===== src/rtl/kgp_sum_pipe.sv =====
// Adder front/back end around an external carry-prefix network: encodes operands
// into KGP pairs, delays per-bit propagate alongside the network, and forms sum/flags.
module kgp_sum_pipe #(
  parameter int unsigned W   = 32,
  parameter int unsigned LAT = 4
) (
  input  logic             clk,
  input  logic             reset,
  input  logic             in_valid,
  input  logic [W-1:0]     in_a,
  input  logic [W-1:0]     in_b,
  input  logic             in_sub,
  output logic [2*W-1:0]   kgp_out,
  input  logic [2*W-1:0]   prefix_res,
  output logic             out_valid,
  output logic [W-1:0]     sum,
  output logic             cout,
  output logic             ovf,
  output logic             busy
);

  localparam int unsigned DEPTH = LAT + 1;
  // Counter can momentarily hold LAT+2 under full throughput (accept and retire overlap).
  localparam int unsigned CW    = $clog2(LAT + 3);

  logic [W-1:0]   bx;
  logic [W-1:0]   prop;
  logic [2*W-1:0] kgp_next;

  logic [W-1:0]   p_dly [DEPTH];
  logic [DEPTH-1:0] cin_dly;
  logic [DEPTH-1:0] vld_dly;

  logic [W:0]     carry;
  logic [W-1:0]   res;
  logic [CW-1:0]  cnt;
  logic [CW-1:0]  cnt_next;
  logic           unused_prefix_hi;

  // Operand conditioning and KGP encoding; carry-in folded into pair 0.
  always_comb begin
    bx       = in_sub ? ~in_b : in_b;
    prop     = in_a ^ bx;
    kgp_next = '0;
    for (int i = 0; i < int'(W); i++) begin
      kgp_next[2*i +: 2] = {in_a[i] | bx[i], in_a[i] & bx[i]};
    end
    kgp_next[1:0] = ((in_a[0] & bx[0]) | (in_sub & prop[0])) ? 2'b11 : 2'b00;
  end

  always_ff @(posedge clk) begin
    if (reset) kgp_out <= '0;
    else       kgp_out <= kgp_next;
  end

  // Valid shift register; only this part needs clearing to kill in-flight ops.
  always_ff @(posedge clk) begin
    if (reset) begin
      vld_dly <= '0;
    end else begin
      vld_dly[0] <= in_valid;
      for (int i = 1; i < int'(DEPTH); i++) vld_dly[i] <= vld_dly[i-1];
    end
  end

  always_ff @(posedge clk) begin
    p_dly[0]   <= prop;
    cin_dly[0] <= in_sub;
    for (int i = 1; i < int'(DEPTH); i++) begin
      p_dly[i]   <= p_dly[i-1];
      cin_dly[i] <= cin_dly[i-1];
    end
  end

  // Carry into bit i+1 comes from the low bit of resolved pair i.
  always_comb begin
    carry[0] = cin_dly[DEPTH-1];
    for (int i = 0; i < int'(W); i++) carry[i+1] = prefix_res[2*i];
    res = p_dly[DEPTH-1] ^ carry[W-1:0];
  end

  always_comb begin
    unused_prefix_hi = 1'b0;
    for (int i = 0; i < int'(W); i++) unused_prefix_hi = unused_prefix_hi ^ prefix_res[2*i+1];
  end

  always_ff @(posedge clk) begin
    if (reset) begin
      out_valid <= 1'b0;
      sum       <= '0;
      cout      <= 1'b0;
      ovf       <= 1'b0;
    end else begin
      out_valid <= vld_dly[DEPTH-1];
      if (vld_dly[DEPTH-1]) begin
        sum  <= res;
        cout <= carry[W];
        ovf  <= carry[W-1] ^ carry[W];
      end
    end
  end

  always_comb begin
    cnt_next = cnt;
    case ({in_valid, out_valid})
      2'b10:   cnt_next = cnt + CW'(1);
      2'b01:   cnt_next = cnt - CW'(1);
      default: cnt_next = cnt;
    endcase
  end

  always_ff @(posedge clk) begin
    if (reset) begin
      cnt  <= '0;
      busy <= 1'b0;
    end else begin
      cnt  <= cnt_next;
      busy <= (cnt_next != '0);
    end
  end

endmodule

===== config.mk =====
export PLATFORM = sky130hd
export DESIGN_NAME = kgp_sum_pipe
export DESIGN_NICKNAME = d
export VERILOG_FILES = /design/src/rtl/kgp_sum_pipe.sv
export SDC_FILE = /design/constraint.sdc
export NUM_CORES = 1
export LEC_CHECK = 0
export BUFFER_PORTS_ARGS = -buffer_cell sky130_fd_sc_hd__buf_4
export CAP_MARGIN = 25
export CORE_MARGIN = 10
export CORE_UTILIZATION = 40
export DETAILED_ROUTE_END_ITERATION = 8
export PLACE_DENSITY_LB_ADDON = 0.15
export SLEW_MARGIN = 15
export SYNTH_ARGS = -nofsm -noshare
export SYNTH_HDL_FRONTEND = slang
export SYNTH_SLANG_ARGS = --single-unit
export TNS_END_PERCENT = 5

===== constraint.sdc =====
create_clock -name clk -period 2.1 [get_ports clk]
set_input_delay 0.21 -clock clk [delete_from_list [all_inputs] [get_ports clk]]
set_output_delay 0.21 -clock clk [all_outputs]
set_load 0.03 [all_outputs]

==> summary.md <==
| Metric | Value |
|---|---|
| GPL Wtd Cong | `between 0.7 and 0.8` |
| Sequential area share after synthesis | `67.7%` |
| Flop-to-flop setup slack | `about 0.45 ns` |
| DR DRC count | `0` |
| Clock root cell | `clkbuf_16` |
| CTS Buf Count | `27` |
| Fmax | `579 MHz` |
| Largest net degree at the start of global routing | `between 50 and 60` |
| Via count | `about 4,900` |
| Max-slew violations | `0` |
| Leakage | `5.29 nW` |
| Routed wire length | `15.8 mm` |
| # hold bufs at CTS | `65` |
| Fillers | `1,637` |
| Core Util, Final | `57.7%` |
| CTS resizes | `0` |
| Routed length per instance | `13.2 um` |
| Starting Density | `41.0%` |
| Status | `completed` |
| Num ports | `232` |
| Crit path capture type | `flip-flop` |
| Post-route minimum period | `1.73 ns` |
| Max-cap violations | `0` |
| H-Tree Depth | `1` |
| IO Port Bufs | `199` |
| CP arrival | `2.17 ns` |
| Worst Hold Class | `in -> reg` |
| Die area | `26,200 um2` |
| Starting DRT DRC Count | `about 100` |
| Placement Setup Slack | `0.396 ns` |
| Clk_lat worst skew | `0.52 ns` |
| Total clock sinks | `272` |
| Hold Path Origin | `in_a[28]` |
| Reg2reg path depth | `5` |
| FF-to-FF Start | `out_valid$_SDFF_PP0_` |
| Final setup margin | `about 0.37 ns` |
| Final number of setup-violating endpoints | `0` |
| Reg area | `5450 um2` |
| Die width | `approximately 160 um` |
| Worst endpoint required time | `2.54 ns` |
| Reg-to-reg endpoint | `busy$_SDFF_PP0_` |
| Vias in the first global route | `5,243` |
| Final Hold Vio Count | `0` |
| Ratio of cells with drive above 1 in the final layout | `27.5%` |
| First-pass GRT wire length | `25.2 mm` |
| Row count | `51` |
| Reg clk slew, reported paths | `0.06 ns` |
| Nets@finish | `1,107` |
| Mean area per synthesized cell | `around 13 um2` |
| Area share of the largest cell type after synthesis | `between 60% and 70%` |
| Rel. slew slack | `57.4%` |
| Synthesized Nets | `around 840` |
| Hold depth | `3` |
| Logic pwr share | `9.0%` |
| DP HPWL | `11.1 mm` |
| Synth cell types | `19` |
| Ys flop type | `dfxtp_1` |
| Terminating pin of the worst hold path | `p_dly[0][28]$_DFF_P_` |
| Clk_skew | `0.0159 ns` |
| Power density over cell area | `1030 nW/um2` |
| Die span in y | `162 um` |
| Clock power frac | `40.5%` |
| Post-synthesis compound-gate area fraction | `under 10%` |
| Area leader, netlist | `dfxtp_1` |
| Sw Share | `22.4%` |
| Synth Area in Simple Gates | `6.29%` |
| Setup CP Type | `in -> reg` |
| Cells after synthesis | `between 600 and 700` |
| Share of synthesized registers carrying an async set or reset | `0%` |
| Synth top area cells | `dfxtp_1, ha_1, xnor2_1` |
| FF+latch count, synth | `272` |
| Antenna violation net count after detailed routing | `0` |
| Yosys warns | `0` |
| Multiplexer share of the synthesized area | `0.374%` |
| VDD IR max | `0.572 mV` |
| # Post-CTS Setup Buffers | `0` |
| RSZ-0062 raised after global routing | `no` |
| Placeable Area | `just under 20,000 um2` |
| Multi-input gate area | `2220 um2` |
| DRT Pass-1 Iters | `3` |
| Grt ovf | `0` |
| Xor-xnor portion of the synthesized cell area | `7.41%` |
| Worst hold margin | `0.0172 ns` |
| Antenna diode count | `0` |
| Layout area overhead | `40.7%` |
| Syn Std Cell Area | `8040 um2` |
| CTS tree | `yes` |
| Number of synthesized flops with an enable pin | `0` |
| Initial antenna violation count | `0` |
| CTS max path bufs | `3` |
| Net load switching power | `2.61 mW` |
| Largest family of logic cells by synthesized area | `adder cells` |
| Final cycle utilization of the critical path | `82.2%` |
| Startpoint types | `input pin` |
| Internal power | `~9.1 mW` |
| Vias per std cell | `4.10` |
| Actual slew at the worst max-slew pin | `0.639 ns` |
| Crit path max fanout | `2` |
| Post-Route Setup TNS | `0 ns` |
| Flop pwr share | `50.5%` |
| GRT Total Usage | `11.6%` |
| Post-Synth Adder-Cell Area | `10.1%` |
| Power, Total | `11.7 mW` |
flip-flops by register name (all words and copies together), names as in the netlist:
register   flops
kgp_out       63
cout           1
vld_dly        5
cin_dly        5
p_dly        160
cnt            3
ovf            1
sum           32
busy           1
out_valid      1
Yosys cell counts (all sizes together), types with 3 or more instances:
master    n
mux2i     3
xor2     32
nor2b    36
inv      63
buf      18
ha       63
a211oi   33
xnor2    36
dfxtp   272
clkbuf    7
nor2     70
per-stage QoR:
step | instance area (um2) | std cells
after floorplan | 8040 | 639
after global placement | 9750 | 1082
after detailed placement | 9750 | 1082
after CTS | 11300 | 1197
after global routing | 11300 | 1197
final | 11300 | 1197
worst max-delay path, cell delays in order:
cell,delay [ns]
dlygate4sd3_1,0.53
buf_4,0.10
inv_1,0.05
ha_1,0.23
fa_1,0.39
xnor2_1,0.16
or4_4,0.44
o211ai_2,0.08
cells in the final DEF, fill, tap and decap left out, drive strengths merged, types with 2 or more instances in the layout:
cell type,n
nor2,70
clkbuf,33
dfxtp,272
nor2b,36
xnor2,36
clkinvlp,4
dlygate4sd3,65
buf,203
ha,63
xor2,32
bufinv,2
inv,64
mux2i,3
a211oi,33
clkinv,10
cell families after synthesis:
logic type	count (synthesis)
compound gates	36
simple gates	108
fa+ha+maj	64
mux	3
xor+xnor	68
buf+inv	88
flops	272
worst max-delay path by stage:
stage | from | endpoint | slack [ns]
after floorplan | out_valid$_SDFF_PP0_ | busy$_SDFF_PP0_ | 0.36
after global placement | in_valid | busy$_SDFF_PP0_ | 0.43
after detailed placement | in_valid | busy$_SDFF_PP0_ | 0.40
after CTS | in_valid | busy$_SDFF_PP0_ | 0.37
after global routing | in_valid | busy$_SDFF_PP0_ | 0.30
final | in_valid | busy$_SDFF_PP0_ | 0.37
cell type report:
class / count / area share [%]
sequential: 272 / 48.2
multi-input combinational: 279 / 19.6
timing repair buffer: 268 / 19.2
clock buffer: 33 / 6.62
tap: 265 / 2.93
inverter: 63 / 2.09
clock inverter: 17 / 1.38
power by group through the flow:
| stage | sequential [mW] | clock [mW] | combinational (mW) |
|---|---|---|---|
| final | 5.90 | 4.73 | 1.05 |
| after global routing | 5.96 | 5.13 | 1.15 |
| after CTS | 5.91 | 4.88 | 1.07 |
| after detailed placement | 6.03 | 0 | 0.963 |
| after global placement | 6.01 | 0 | 0.937 |
| after floorplan | 6.17 | 0 | 0.376 |
routing by layer:
metal | global-route usage (%) | share of wire, % | up-vias
met2 | 20.6 | 49 | 139
met4 | 4.30 | 2.6 | 0
met1 | 12.1 | 40 | 2218
li1 | - | - | 2517
met3 | 4.52 | 8.2 | 34
met5 | 0 | 0 | -
No activity file was read; power rests on OpenSTA's default activity.
